**config.mk**
```make
export PLATFORM = sky130hd
export DESIGN_NAME = seq_mult_core_flat
export DESIGN_NICKNAME = d
export VERILOG_FILES = /design/src/rtl/seq_mult_if.sv /design/src/rtl/seq_mult_core.sv /design/src/flat_wrapper.sv
export SDC_FILE = /design/constraint.sdc
export NUM_CORES = 1
export LEC_CHECK = 0
export CORE_MARGIN = 10
export CORE_UTILIZATION = 50
export CTS_BUF_LIST = sky130_fd_sc_hd__clkbuf_2 sky130_fd_sc_hd__clkbuf_4 sky130_fd_sc_hd__clkbuf_8
export DETAILED_ROUTE_END_ITERATION = 8
export HOLD_SLACK_MARGIN = 0.02
export PLACE_DENSITY = 0.68
export SKIP_LAST_GASP = 1
export SLEW_MARGIN = 5
export SYNTH_ARGS = -nofsm -noshare
export SYNTH_HDL_FRONTEND = slang
export SYNTH_SLANG_ARGS = --single-unit
```
**constraint.sdc**
```tcl
create_clock -name clk -period 10.3 [get_ports clk]
set_input_delay 2.06 -clock clk [delete_from_list [all_inputs] [get_ports clk]]
set_output_delay 2.06 -clock clk [all_outputs]
set_load 0.02 [all_outputs]
```
**src/rtl/seq_mult_if.sv**
```systemverilog
// Operand/result handshake bundle for the sequential shift-add multiplier.
// The master drives operands and takes the product; the slave is the multiplier core.
interface seq_mult_if #(
  parameter int WIDTH = 16
);
  logic                 in_valid;
  logic                 in_ready;
  logic                 signed_mode;
  logic [WIDTH-1:0]     multiplicand;
  logic [WIDTH-1:0]     multiplier;
  logic                 out_valid;
  logic                 out_ready;
  logic [2*WIDTH-1:0]   product;
  logic                 busy;

  modport master (
    output in_valid, signed_mode, multiplicand, multiplier, out_ready,
    input  in_ready, out_valid, product, busy
  );

  modport slave (
    input  in_valid, signed_mode, multiplicand, multiplier, out_ready,
    output in_ready, out_valid, product, busy
  );
endinterface

```
**src/rtl/seq_mult_core.sv**
```systemverilog
// Sequential shift-add multiplier (one multiplier bit per cycle) with sign-magnitude signed mode.
// Optional macro SEQ_MULT_EARLY_EXIT_EN ends CALC once the remaining multiplier bits are all zero.
module seq_mult_core #(
  parameter int WIDTH = 16
) (
  input  logic       clk,
  input  logic       reset,
  seq_mult_if.slave  bus
);
  localparam int PW    = 2 * WIDTH;
  localparam int CNT_W = $clog2(WIDTH + 1);

  typedef enum logic [1:0] {
    IDLE = 2'd0,
    CALC = 2'd1,
    DONE = 2'd2
  } state_t;

  state_t             state;
  state_t             state_nxt;
  logic [PW-1:0]      mcand;
  logic [WIDTH-1:0]   mplier;
  logic [PW-1:0]      acc;
  logic [CNT_W-1:0]   cnt;
  logic               sign;
  logic               zero_op;
  logic [PW-1:0]      product_r;
  logic [PW-1:0]      acc_nxt;
  logic               last_iter;

  // Magnitude of an operand; the most negative value maps to 2^(WIDTH-1) without overflow.
  function automatic logic [WIDTH-1:0] abs_op(input logic [WIDTH-1:0] v, input logic sgn);
    return (sgn && v[WIDTH-1]) ? (~v + WIDTH'(1)) : v;
  endfunction

  function automatic logic [PW-1:0] apply_sign(input logic [PW-1:0] mag, input logic neg);
    return neg ? (~mag + PW'(1)) : mag;
  endfunction

  always_comb begin
    acc_nxt = mplier[0] ? (acc + mcand) : acc;
`ifdef SEQ_MULT_EARLY_EXIT_EN
    last_iter = (mplier[WIDTH-1:1] == '0) || (cnt == CNT_W'(WIDTH - 1));
`else
    last_iter = (cnt == CNT_W'(WIDTH - 1));
`endif
  end

  always_ff @(posedge clk or posedge reset) begin
    if (reset) state <= IDLE;
    else       state <= state_nxt;
  end

  always_comb begin
    state_nxt = state;
    case (state)
      IDLE:    if (bus.in_valid)           state_nxt = CALC;
      CALC:    if (zero_op || last_iter)   state_nxt = DONE;
      DONE:    if (bus.out_ready)          state_nxt = IDLE;
      default:                             state_nxt = IDLE;
    endcase
  end

  always_ff @(posedge clk or posedge reset) begin
    if (reset) begin
      mcand     <= '0;
      mplier    <= '0;
      acc       <= '0;
      cnt       <= '0;
      sign      <= 1'b0;
      zero_op   <= 1'b0;
      product_r <= '0;
    end else begin
      case (state)
        IDLE: if (bus.in_valid) begin
          mcand   <= {{WIDTH{1'b0}}, abs_op(bus.multiplicand, bus.signed_mode)};
          mplier  <= abs_op(bus.multiplier, bus.signed_mode);
          acc     <= '0;
          cnt     <= '0;
          sign    <= bus.signed_mode & (bus.multiplicand[WIDTH-1] ^ bus.multiplier[WIDTH-1]);
          zero_op <= (bus.multiplicand == '0) || (bus.multiplier == '0);
        end
        CALC: if (zero_op) begin
          product_r <= '0;
        end else begin
          acc    <= acc_nxt;
          mcand  <= mcand << 1;
          mplier <= mplier >> 1;
          cnt    <= cnt + CNT_W'(1);
          if (last_iter) product_r <= apply_sign(acc_nxt, sign);
        end
        default: ;
      endcase
    end
  end

  assign bus.in_ready  = (state == IDLE);
  assign bus.out_valid = (state == DONE);
  assign bus.busy      = (state != IDLE);
  assign bus.product   = product_r;
endmodule

```
**src/flat_wrapper.sv**
```systemverilog
// flat-port wrapper written by rule: the top's interface ports become plain ports
module seq_mult_core_flat 
#(
  parameter int WIDTH = 16
)
  (clk, reset, bus_in_valid, bus_signed_mode, bus_multiplicand, bus_multiplier, bus_out_ready, bus_in_ready, bus_out_valid, bus_product, bus_busy);
  seq_mult_if #(.WIDTH(WIDTH)) bus_i ();
  input  logic clk;
  input  logic reset;
  input wire logic [$bits(bus_i.in_valid)-1:0] bus_in_valid;
  input wire logic [$bits(bus_i.signed_mode)-1:0] bus_signed_mode;
  input wire logic [$bits(bus_i.multiplicand)-1:0] bus_multiplicand;
  input wire logic [$bits(bus_i.multiplier)-1:0] bus_multiplier;
  input wire logic [$bits(bus_i.out_ready)-1:0] bus_out_ready;
  output wire logic [$bits(bus_i.in_ready)-1:0] bus_in_ready;
  output wire logic [$bits(bus_i.out_valid)-1:0] bus_out_valid;
  output wire logic [$bits(bus_i.product)-1:0] bus_product;
  output wire logic [$bits(bus_i.busy)-1:0] bus_busy;
  assign bus_i.in_valid = bus_in_valid;
  assign bus_i.signed_mode = bus_signed_mode;
  assign bus_i.multiplicand = bus_multiplicand;
  assign bus_i.multiplier = bus_multiplier;
  assign bus_i.out_ready = bus_out_ready;
  assign bus_in_ready = bus_i.in_ready;
  assign bus_out_valid = bus_i.out_valid;
  assign bus_product = bus_i.product;
  assign bus_busy = bus_i.busy;
  seq_mult_core #(.WIDTH(WIDTH)) u_core (.clk(clk), .reset(reset), .bus(bus_i));
endmodule
```
# Word level (Yosys, flattened, before mapping)
# Cells that the tools add are included.
[word_totals] ff_bits=121 input_bits=37
[classes] add_sub_neg=5 n_eq_ne=7 n_mux=22 n_bitwise=5 n_reduce_logical=14
[op_table] operator="32-bit 2-to-1 mux" count=8
[op_table] operator="32-bit one-hot mux with 2 select lines" count=2
[op_table] operator="16-bit 2-to-1 mux" count=4
[op_table] operator="16-bit by 1-bit adder with 16-bit output, second input constant" count=2
[op_table] operator="32-bit by 1-bit adder with 32-bit output, second input constant" count=1
[op_table] operator="32-bit adder" count=1
[op_table] operator="16-bit logical NOT" count=2
[op_table] operator="16-bit NOT" count=2
[op_table] operator="32-bit NOT" count=1
[op_table] operator="16-bit one-hot mux with 2 select lines" count=1
[op_table] operator="5-bit 2-to-1 mux" count=2
[op_table] operator="5-bit one-hot mux with 2 select lines" count=1
[op_table] operator="2-bit 2-to-1 mux" count=3
[op_table] operator="2-bit inequality test, second input constant" count=3
[op_table] operator="2-bit one-hot mux with 3 select lines" count=1
[op_table] operator="3-bit AND reduction" count=2
[op_table] operator="2-bit nonzero test" count=3
[op_table] operator="5-bit by 1-bit adder with 5-bit output, second input constant" count=1
[op_table] operator="5-bit by 4-bit equality test with 1-bit output, second input constant" count=1
[op_table] operator="2-bit AND reduction" count=2
[op_table] operator="2-bit by 1-bit equality test with 1-bit output, second input constant" count=1
[op_table] operator="2-bit equality test, second input constant" count=1
[op_table] operator="1-bit logical AND" count=2
[op_table] operator="2-bit logical NOT" count=1
[op_table] operator="other kinds (4)" count=5

# Longest topological paths before layout
[logic_depth] word_depth=7 mapped_depth=13 ltp_nobuf=13

# Worst setup path before layout
# No wires, ideal clock.
[synth_path] kind="input to register" from="input port bus_multiplicand[9]" to="register u_core.mcand[13]" arrival_time_ns=3.552 setup_slack_ns=6.614 cell_stages=7 path_buffers=0 cell_sequence="or4_1 or3_1 o21ai_0 xor2_1 nor2_1 a21oi_1 o21ai_0"
[synth_between] elab_chain_cells=5
[synth_lines] item="from (decl)" line="flat_wrapper.sv:12" text="input wire logic [$bits(bus_i.multiplicand)-1:0] bus_multiplicand;"
[synth_lines] item="16-bit NOT" line="seq_mult_core.sv:33" text="return (sgn && v[WIDTH-1]) ? (~v + WIDTH'(1)) : v;"
[synth_lines] item="16-bit by 1-bit adder with 16-bit output" line="seq_mult_core.sv:33"
[synth_lines] item="16-bit 2-to-1 mux" line="seq_mult_core.sv:33"
[synth_lines] item="32-bit 2-to-1 mux" line="seq_mult_core.sv:75" text="IDLE: if (bus.in_valid) begin"
[synth_lines] item="32-bit one-hot mux with 2 select lines" line="seq_mult_core.sv:74" text="case (state)"
[synth_lines] item="to (signal assigned)" line="seq_mult_core.sv:76" text="mcand <= {{WIDTH{1'b0}}, abs_op(bus.multiplicand, bus.signed_mode)};"
[synth_lines] item="to (signal assigned)" line="seq_mult_core.sv:87" text="mcand <= mcand << 1;"
[synth_lines] item="to (decl)" line="seq_mult_core.sv:21" text="logic [PW-1:0] mcand;"
# Every way passes these cells. The select of a mux whose other input is x is not followed.
# A chain may end at the register's enable or synchronous reset.

# Worst setup path after layout
[layout_path] from="register u_core.mcand[0]" to="register u_core.product_r[28] (netlist: u_core.bus.product[28])"
[layout_between] elab_chain_cells=7
[layout_lines] item="32-bit adder (*)" line="seq_mult_core.sv:41" text="acc_nxt = mplier[0] ? (acc + mcand) : acc;"
[layout_lines] item="32-bit 2-to-1 mux (*)" line="seq_mult_core.sv:41"
[layout_lines] item="32-bit NOT" line="seq_mult_core.sv:37" text="return neg ? (~mag + PW'(1)) : mag;"
[layout_lines] item="32-bit by 1-bit adder with 32-bit output" line="seq_mult_core.sv:37"
[layout_lines] item="32-bit 2-to-1 mux (*)" line="seq_mult_core.sv:37"
[layout_lines] item="32-bit 2-to-1 mux (*)" line="seq_mult_core.sv:90" text="if (last_iter) product_r <= apply_sign(acc_nxt, sign);"
[layout_lines] item="32-bit 2-to-1 mux (*)" line="seq_mult_core.sv:83" text="CALC: if (zero_op) begin"
[layout_lines] item="to (signal assigned)" line="seq_mult_core.sv:90"
[layout_lines] item="to (decl)" line="seq_mult_core.sv:27" text="logic [PW-1:0] product_r;"
# Mark *: on every way between the ends. The rest lies on a longest branch, timed or not. The select of a mux whose other input is x is not followed.

==> flow_metrics.py <==
metrics = {
    "outcome": {
        "outcome": "complete, no violations",
    },
    "cells_and_area": {
        "drive_above_1_share_pct": 7.84,
        "multi_input_area_sq_um": 4890,
        "fin_area_sq_um": 9500,
        "seqCellArea_sq_um": 3030,
        "layout.nets": 1081,
        "areaGrowthSynthToFinish_pct": 16.0,
        "final_util_pct": 59.4,
        "antenna_cells": 0,
        "n_fill_cell": 1518,
    },
    "worst_hold_path": {
        "hold_depth": 2,
        "holdPathEnd": "u_core.bus.product[4]$_DFFE_PP0P_",
        "hold_path_class": "flip-flop to flip-flop",
        "hp-start": "u_core.bus.product[4]$_DFFE_PP0P_",
    },
    "logic_synthesis": {
        "synth_ff_type": "dfrtp_1",
        "synth_nets": 1027,
        "synth_top_cells_by_area": "dfrtp_1, o21ai_0, nand2_1",
        "yosysTopAreaCellShare_pct": 37.0,
        "syn_area_per_cell_sq_um": 8.60,
        "synth_warnings": 0,
        "syn_area_sq_um": 8190,
        "synthCells": 953,
        "ys_ff_latch": 121,
        "ys_top_cells_by_count": "nand2_1, o21ai_0, dfrtp_1, nor2_1, a21oi_1",
        "ys_types": 78,
        "yosysMostFrequentCell": "nand2_1",
        "yosys.area.top_type": "dfrtp_1",
        "yosysSeqAreaShare_pct": 37.0,
        "synth_edf_count": 0,
        "async_reset_ff_share_pct": 100,
    },
    "sta": {
        "tns_ns": 0,
        "clock-skew-final_ns": 0.00893,
        "finalSetupViolations": 0,
        "final.min_clock_period_ns": 4.31,
        "hold_ws_ns": 0.476,
        "min_period_over_period_pct": 41.9,
        "maxSlewHeadroom_pct": 37.9,
        "rsz0062_at_grt": "false",
        "finalMaxSlewViolations": 0,
        "fmax_mhz": 232,
        "tightest_slew_ns": 0.930,
        "final_hold_viol_count": 0,
    },
    "clock_network": {
        "clk_pin_slew_ns": 0.08,
        "clk_latency_ns": 0.45,
        "cts_sinks": 121,
        "numCtsBuffers": 17,
        "postCtsHoldBufs": 0,
        "ctsRootBufferMaster": "clkbuf_8",
        "max-clock-path-buffers": 2,
        "cts-htree-levels": 4,
        "post_cts.repair.setup_buffers": 0,
        "cts-resized-gates": 0,
        "cts_tree": "done",
    },
    "route": {
        "routed_wl_um": 20400,
        "vias": 7110,
        "wl_per_cell_um": 16.5,
        "drtIter0Drc": 563,
        "routed_via_density": 5.75,
        "drcViolationCount": 0,
        "drt-pass1-iter-count": 6,
        "antenna_left": 0,
    },
    "place": {
        "place_area_sq_um": 9030,
        "numPortBuffers": 71,
        "gp_congestion": 0.888,
        "post-dp-hpwl_um": 15100,
    },
    "global_route": {
        "grt_pass1_vias": 6418,
        "grt_pass1_wl_um": 33700,
        "antenna_found_initial": 0,
        "overflow": 0,
        "grt_max_degree": 73,
        "grt_usage_pct": 18.6,
    },
    "flow_run": {
        "maxCapViolations": 0,
    },
    "critical_path": {
        "crit_fanout": 4,
        "critPathCaptureType": "flip-flop",
        "r2r_end": "u_core.bus.product[28]$_DFFE_PP0P_",
        "rr_worst_depth": 13,
        "cp-start-kind": "flip-flop",
        "r2r_slack_ns": 5.99,
        "timing.rr.start": "u_core.mcand[0]$_DFFE_PP0P_",
        "path_class": "flip-flop to flip-flop",
        "worstPathArrival_ns": 4.68,
        "cp_data_required_time_ns": 10.67,
    },
    "floorplanning": {
        "rows": 46,
        "die_area_sq_um": 21900,
        "die_w_um": 148,
        "ios": 72,
        "initial_utilization_pct": 51.2,
        "die_h_um": 148,
        "core_sq_um": 16000,
    },
    "pwr": {
        "ir_drop_mv": 0.154,
        "power.density_nw_per_um2": 346,
        "p_leak_nw": 3.86,
    },
}
-- state kept, by name, summed over array words and instances (netlist names) --
| register | count |
|---|---|
| u_core.sign | 1 |
| u_core.mcand | 32 |
| u_core.zero_op | 1 |
| u_core.mplier | 16 |
| u_core.cnt | 5 |
| u_core.acc | 32 |
| u_core.state | 2 |
| u_core.bus.product | 32 |
-- cells in the final DEF (no fill, tap or decap), types with 8 or more instances in the layout --
cell type	n
xnor2_1	42
a22oi_1	13
buf_4	9
o21ai_1	13
a21oi_1	68
inv_1	16
nand2b_1	12
clkdlybuf4s50_1	71
clkbuf_8	18
o21ai_0	125
nor2_1	67
a31oi_1	14
dfrtp_1	121
a21o_1	8
o31ai_1	10
xor2_1	31
nand2_1	147
ha_1	36
nor3_1	17
nand4_1	11
a22o_1	21
-- cell type report --
cell class                      instances  share of cell area (%)
Clock buffer                           18                    2.61
Clock inverter                         14                    2.33
Inverter                               18                   0.737
Multi-Input combinational cell        769                    51.4
Sequential cell                       121                    31.9
Tap cell                              216                    2.84
Timing Repair Buffer                   80                    8.19
-- worst max-delay path, stage by stage (launching register included) --
cell      delay [ns]
dfrtp_1         0.45
ha_1            0.26
fa_1            0.41
a21o_2          0.24
a221oi_2        0.36
o21ai_1         0.18
a221oi_2        0.48
nand3_2         0.15
nor3_1          0.40
nand4_1         0.30
nor4_2          0.55
a31oi_1         0.17
xor2_1          0.16
o21ai_1         0.13
-- worst max-delay path by stage --
stage	cells after the start	startpoint	to
after floorplan	1	reset	u_core.acc[0]$_DFFE_PP0P_
after global placement	6	bus_in_valid	u_core.cnt[2]$_DFFE_PP0P_
after detailed placement	5	bus_in_valid	u_core.mcand[7]$_DFFE_PP0P_
after CTS	13	u_core.mcand[0]$_DFFE_PP0P_	u_core.bus.product[26]$_DFFE_PP0P_
after global routing	13	u_core.mcand[0]$_DFFE_PP0P_	u_core.bus.product[26]$_DFFE_PP0P_
final	13	u_core.mcand[0]$_DFFE_PP0P_	u_core.bus.product[28]$_DFFE_PP0P_
-- per-layer routing --
layer	wire length, um	GRT usage, %
met3	1480	4.06
met2	8400	25.9
met5	0	0
met1	10300	27.8
met4	208	5.45
-- where the power goes --
part	internal (mW)	leakage [nW]	total (mW)	switching [mW]
Combinational	0.770	2.08	1.93	1.16
Sequential	0.678	1.56	0.851	0.172
Clock	0.296	0.225	0.505	0.210
Total	1.74	3.86	3.29	1.54
-- stage by stage --
step,worst slack [ns],total power [mW],std cells
6_report,5.99,3.29,1236
5_1_grt,5.63,3.56,1236
4_1_cts,5.98,3.29,1236
3_5_place_dp,5.91,2.77,1204
3_3_place_gp,5.97,2.75,1204
2_1_floorplan,5.03,2.27,953
-- cells by family after synthesis --
logic type | after synthesis | share of synthesized area [%]
flip-flops | 121 | 37.0
adder cells (fa/ha/maj) | 37 | 5.74
AO/OA/AOI/OAI | 341 | 27.2
multiplexers | 8 | 0.993
buffers and inverters | 63 | 3.53
AND/OR/NAND/NOR | 310 | 17.8
XOR/XNOR | 73 | 7.80
Power figures use the tool's default switching activity.
==> edit 1: new RTL, same flow settings <==
`WIDTH` is set to 16 in 3 places; all go to 32.
--- a/src/rtl/seq_mult_if.sv
+++ b/src/rtl/seq_mult_if.sv
@@ -2,5 +2,5 @@
 // The master drives operands and takes the product; the slave is the multiplier core.
 interface seq_mult_if #(
-  parameter int WIDTH = 16
+  parameter int WIDTH = 32
 );
   logic                 in_valid;
--- a/src/rtl/seq_mult_core.sv
+++ b/src/rtl/seq_mult_core.sv
@@ -2,5 +2,5 @@
 // Optional macro SEQ_MULT_EARLY_EXIT_EN ends CALC once the remaining multiplier bits are all zero.
 module seq_mult_core #(
-  parameter int WIDTH = 16
+  parameter int WIDTH = 32
 ) (
   input  logic       clk,
--- a/src/flat_wrapper.sv
+++ b/src/flat_wrapper.sv
@@ -2,5 +2,5 @@
 module seq_mult_core_flat 
 #(
-  parameter int WIDTH = 16
+  parameter int WIDTH = 32
 )
   (clk, reset, bus_in_valid, bus_signed_mode, bus_multiplicand, bus_multiplier, bus_out_ready, bus_in_ready, bus_out_valid, bus_product, bus_busy);
Ports: changed (resized bus_multiplicand, bus_multiplier and bus_product); port bits go from 72 to 136. The function was not compared with the original's and may differ.
==> edit 1 against the original RTL <==
Total power increased by 120%; sequential cell count increased by 113; routed wire length increased to 2.7 times the old value; synthesized area increased by 110%; final area increased by 110%; critical path type is now in -> reg; setup slack got worse by 1100 ps; largest cell class unchanged; sequential share of layout area decreased by 2.5 points.
==> edit 1: results (changes against the original RTL) <==
metric;value;unit;change
Nets;2375;;+120%
Clock Path Buffers;3;;+1
first-pass GRT wire length;86.7;mm;+160%
Hold Path Stages;2;;unchanged
worst-path maximum fanout;6;;+2
hold path startpoint;u_core.mplier[21];;
top post-synthesis cells by area;dfrtp_1, o21ai_0, nand2_1;;
Logic pwr share;63.0;%;+4.3 points
post-route insts no fill;2725;;+120%
H-tree Lvls;2;;-2
fillers;3221;;+110%
f_max;184;MHz;-21%
Placed Area;0.0190;sq mm;+110%
WP data required;10760;ps;+90 ps
dpl ws;4280;ps;-1630 ps
placed cells;2648;;+120%
# Post-CTS Setup Buffers;0;;unchanged
Seq power;1.66;mW;+95%
Reg2Reg Depth;15;;+2
CP peak stage delay;580;ps;+30 ps
Peak VDD IR;0.193;mV;+25%
Final Skew;29.2;ps;+20.3 ps
TritonCTS Buffers;43;;+26
worst hold-check path type;reg -> reg;;
Worst-path clk slew;60;ps;-20 ps
Seq/Total Area, Yosys;33.5;%;-3.4 points
Via Count;17010;;+140%
status;completed;;
drt first pass iters;5;;-1
largest net degree at the start of global routing;116;;+59%
IO buf count;135;;+90%
worst-skew pair later-pin latency;610;ps;+160 ps
leak pwr;7.93;nW;+110%
Syn Nets;2313;;+130%
layout cells sized above 1;6.65;%;-1.2 points
vias in the first global route;15793;;+150%
sw frac;51.2;%;+4.3 points
Worst Hold Path EP;u_core.mplier[21];;
initial antenna violation count;0;;unchanged
Critical-path top delay cell;or4_1;;
commonest cells in the synthesized netlist;nand2_1, o21ai_0, dfrtp_1;;
internal power;3.45;mW;+98%
drt wl/cell;20.1;microns;+22%
Unique masters post-synth;97;;+24%
r2r setup slk;4860;ps;-1130 ps
top power group;combinational cells;;
yosys warns;0;;unchanged
Most used DFF post-synth;dfrtp_1;;
post-synthesis async set-or-reset flop share;100;%;unchanged
Worst slew margin;19.3;%;-19 points
area growth from synthesis to layout;14.3;%;
Reg2Reg Capture Point;u_core.bus.product[58];;
CP delay by family, top;simple AND/OR/NAND/NOR gates;;
Total Routing Usage GR;25.2;%;+6.6 points
DRT iter0 DRCs;1322;;+130%
DPL Wire Length;41.0;mm;+170%
Placer Congestion;0.996;;+12%
Post-Synthesis Cells;2176;;+130%
## edit 1: cell types whose count changed in the layout (fill, tap and decap cells not counted), sizes merged, moves of 31 or more
cell / unedited run / this run
a21oi: 68 / 199
clkbuf: 18 / 66
clkdlybuf4s50: 71 / 135
dfrtp: 121 / 234
ha: 36 / 67
nand2: 147 / 311
nand4: 12 / 51
nor2: 69 / 161
o21ai: 139 / 278
xor2: 31 / 63
## edit 1: worst max path at each step
| stage | to | depth (start not counted) | from |
|---|---|---|---|
| 5_1_grt | u_core.bus.product[58] | 15 | u_core.mcand[0] |
| 4_1_cts | u_core.mplier[30] | 13 | bus_multiplier[4] |
| 2_1_floorplan | u_core.acc[0] | 1 | reset |
| 6_report | u_core.mplier[30] | 13 | bus_multiplier[2] |
| 3_3_place_gp | u_core.mplier[30] | 13 | bus_multiplier[4] |
| 3_5_place_dp | u_core.mplier[30] | 13 | bus_multiplier[4] |
## edit 1: cell families (layout without fill, tap and decap cells)
| family | Yosys count | after routing | share of synthesized area, % |
|---|---|---|---|
| AO/OA/AOI/OAI | 783 | 783 | 28.5 |
| XOR/XNOR | 133 | 133 | 6.76 |
| adder cells (fa/ha/maj) | 68 | 68 | 4.92 |
| buffers and inverters | 175 | 269 | 3.88 |
| flip-flops | 234 | 234 | 33.5 |
| multiplexers | 28 | 28 | 1.66 |
| AND/OR/NAND/NOR | 755 | 755 | 20.8 |
## edit 1: worst reg2reg max path: stages, from the launching register on
cell	delay (ps)
dfrtp_1	430
ha_1	240
inv_1	70
fa_1	390
nand2b_1	180
a21oi_1	420
o21ai_1	330
a21oi_1	290
mux2_2	370
nor3_1	400
or4b_1	660
nor4_2	430
nand4_2	340
nor4_1	490
mux2i_1	240
nand2_1	70
## edit 1: metrics by stage
| step | utilization (%) | hold slack [ps] |
|---|---|---|
| floorplan | - | 445 |
| global placement | 55.2 | 460 |
| detailed placement | 55.2 | 465 |
| CTS | 57.9 | 478 |
| global route | 57.9 | 498 |
| finish | 57.9 | 474 |
## edit 1: layout make-up
| type | instances | area share, % |
|---|---|---|
| Inverter | 38 | 0.753 |
| Sequential cell | 234 | 29.4 |
| Tap cell | 455 | 2.85 |
| Timing Repair Buffer | 154 | 7.49 |
| Clock inverter | 11 | 0.458 |
| Clock buffer | 66 | 4.15 |
| Multi-Input combinational cell | 1767 | 54.9 |
## edit 1: metal layers
metal / global-route usage [%] / vias to the layer above / wire (microns)
met2: 35.5 / 627 / 22200
met4: 8.18 / 0 / 1390
met5: 0 / - / 0
met1: 37.4 / 8111 / 26200
li1: - / 8182 / -
met3: 5.35 / 90 / 4990
==> edit 2: new RTL, config.mk and constraints unchanged <==
Without the edit above. Encoding of `state_t`: now one-hot (3 bits for 3 states).
--- a/src/rtl/seq_mult_core.sv
+++ b/src/rtl/seq_mult_core.sv
@@ -11,8 +11,8 @@
   localparam int CNT_W = $clog2(WIDTH + 1);
 
-  typedef enum logic [1:0] {
-    IDLE = 2'd0,
-    CALC = 2'd1,
-    DONE = 2'd2
+  typedef enum logic [2:0] {
+    IDLE = 3'b001,
+    CALC = 3'b010,
+    DONE = 3'b100
   } state_t;
 
Function: no difference found for any inputs over 10 cycles, from zero or initial values and one cycle with reset high; not proved beyond that.
==> edit 2 against the original RTL <==
Final area increased by 4.7%; non-clock buffer count unchanged; sequential cell count up 1; setup slack better by 49 ps; via count grew 12%; synthesized area rose by 6.1%; first-iteration DRC count is 9.8% higher; cell count increased by 6.6%; routed wire length rose by 14%; count of clock-buffer cells in the layout increased by 7; die area grew 5.2%.
Power is not compared: it rests on default switching activity, and its combinational part moved more than twofold at a synthesized area within 25%.
==> edit 2: results (changes against the original RTL) <==
metric;value;unit;change
status;completed;;
Seq/Total Area, Yosys;35.1;%;-1.8 points
worst-skew pair later-pin latency;450;ps;about the same
Antenna Cells;0;;unchanged
top post-synthesis cells by area;dfrtp_1, nand2_1, ha_1;;
Adder-Cell Fraction of Synth Area;5.41;%;-0.33 points
worst-path maximum fanout;5;;+1
largest net degree at the start of global routing;99;;+36%
XOR/XNOR Fraction of Synth Area;6.55;%;-1.3 points
wl on met1;11.3;mm;+9.5%
Max Used Layer;met4;;
drt first pass iters;5;;-1
non-clock buffer share of cell area;7.82;%;-0.37 points
DRT iter0 DRCs;618;;+9.8%
layout cells sized above 1;6.86;%;-0.98 points
post-synthesis async set-or-reset flop share;100;%;unchanged
first-pass GRT wire length;38.7;mm;+15%
Final Skew;13.5;ps;+4.53 ps
met2 Use GR;29.4;%;+3.5 points
Syn Nets;1118;;+8.9%
Unique masters post-synth;84;;+7.7%
Yosys reg bits;122;;+0.83%
CP peak stage delay;530;ps;-20 ps
met2 routed WL;9.96;mm;+18%
mux share of post-synthesis cell area;1.90;%;+0.91 points
Worst-path clk slew;80;ps;about the same
Worst slew margin;36.9;%;-0.98 points
invs w/o clock;26;;+8
post-CTS resize count;0;;unchanged
crit path DAT;4660;ps;-20 ps
Peak VDD IR;0.390;mV;
Final clock-cell share;4.59;%;-0.35 points
Critical-path top delay cell;or4_1;;
vias in the first global route;7436;;+16%
Compound-Gate Fraction of Synth Area;26.2;%;-0.92 points
Multi-input gate area;0.00528;sq mm;+7.9%
clock buf count;25;;+7
metal3 WL;1.73;mm;+17%
Total Routing Usage GR;19.7;%;+1.1 points
Via Count;7963;;+12%
Nets;1154;;+6.8%
met1 usage;28.1;%;+0.33 points
multi-input combinational gate total;833;;+8.3%
DPL Wire Length;17.2;mm;+14%
Sequential Area;0.00306;sq mm;+0.91%
met3 usage;4.01;%;-0.052 points
worst hold-check path type;reg -> reg;;
commonest cells in the synthesized netlist;nand2_1, dfrtp_1, o21ai_0;;
Placer Congestion;0.899;;+1.3%
fillers;1608;;+5.9%
initial antenna violation count;0;;unchanged
final WL;23.3;mm;+14%
-- edit 2: cell count changes in the layout (fill, tap and decap cells not counted), sizes merged, moves of 10 or more --
cell   delta
nand3    +33
o21ai    -49
xnor2    -14
a22oi    -11
o31ai    +10
a22o     +10
a21oi    +13
nand4    +10
-- edit 2: path summary, 6_finish.rpt --
path	startpoint	end	slack, ps	depth (start not counted)
min reg2reg	u_core.bus.product[0]	u_core.bus.product[0]	480	2
max in group asynchronous	reset	u_core.mplier[0]	6890	3
max reg2reg	u_core.mcand[0]	u_core.bus.product[30]	6030	12
max	u_core.mcand[0]	u_core.bus.product[30]	6030	12
min	u_core.bus.product[0]	u_core.bus.product[0]	480	2
min in group asynchronous	reset	u_core.bus.product[2]	2080	2
-- edit 2: through the flow --
step	std cells	total power [mW]	setup WS, ps	area, sq um	hold WS (ps)
after global routing	1318	2.23	5760	9950	516
after floorplan	1044	1.37	5000	8690	450
final	1318	2.08	6030	9950	481
after detailed placement	1286	1.59	5890	9490	471
after global placement	1286	1.57	5920	9490	465
after CTS	1318	2.08	6080	9950	490
-- edit 2: kinds of logic (layout without fill, tap and decap cells) --
logic type               after synthesis  after routing
flip-flops                           122            122
buffers and inverters                 89            138
multiplexers                          16             16
adder cells (fa/ha/maj)               37             37
XOR/XNOR                              65             65
AND/OR/NAND/NOR                      371            371
AO/OA/AOI/OAI                        344            344
-- edit 2: worst max-delay path: cells and delay by family (launching register included) --
kind	cells	cell delay [ps]
AOI/OAI and AO/OA	3	950
and+or+nand+nor	6	1830
muxes	1	340
adders and majority gates	2	660
DFF	1	420
-- edit 2: power by group --
part	switching [mW]	internal, mW
Sequential	0.0778	0.559
Clock	0.192	0.300
Combinational	0.623	0.328
Total	0.893	1.19
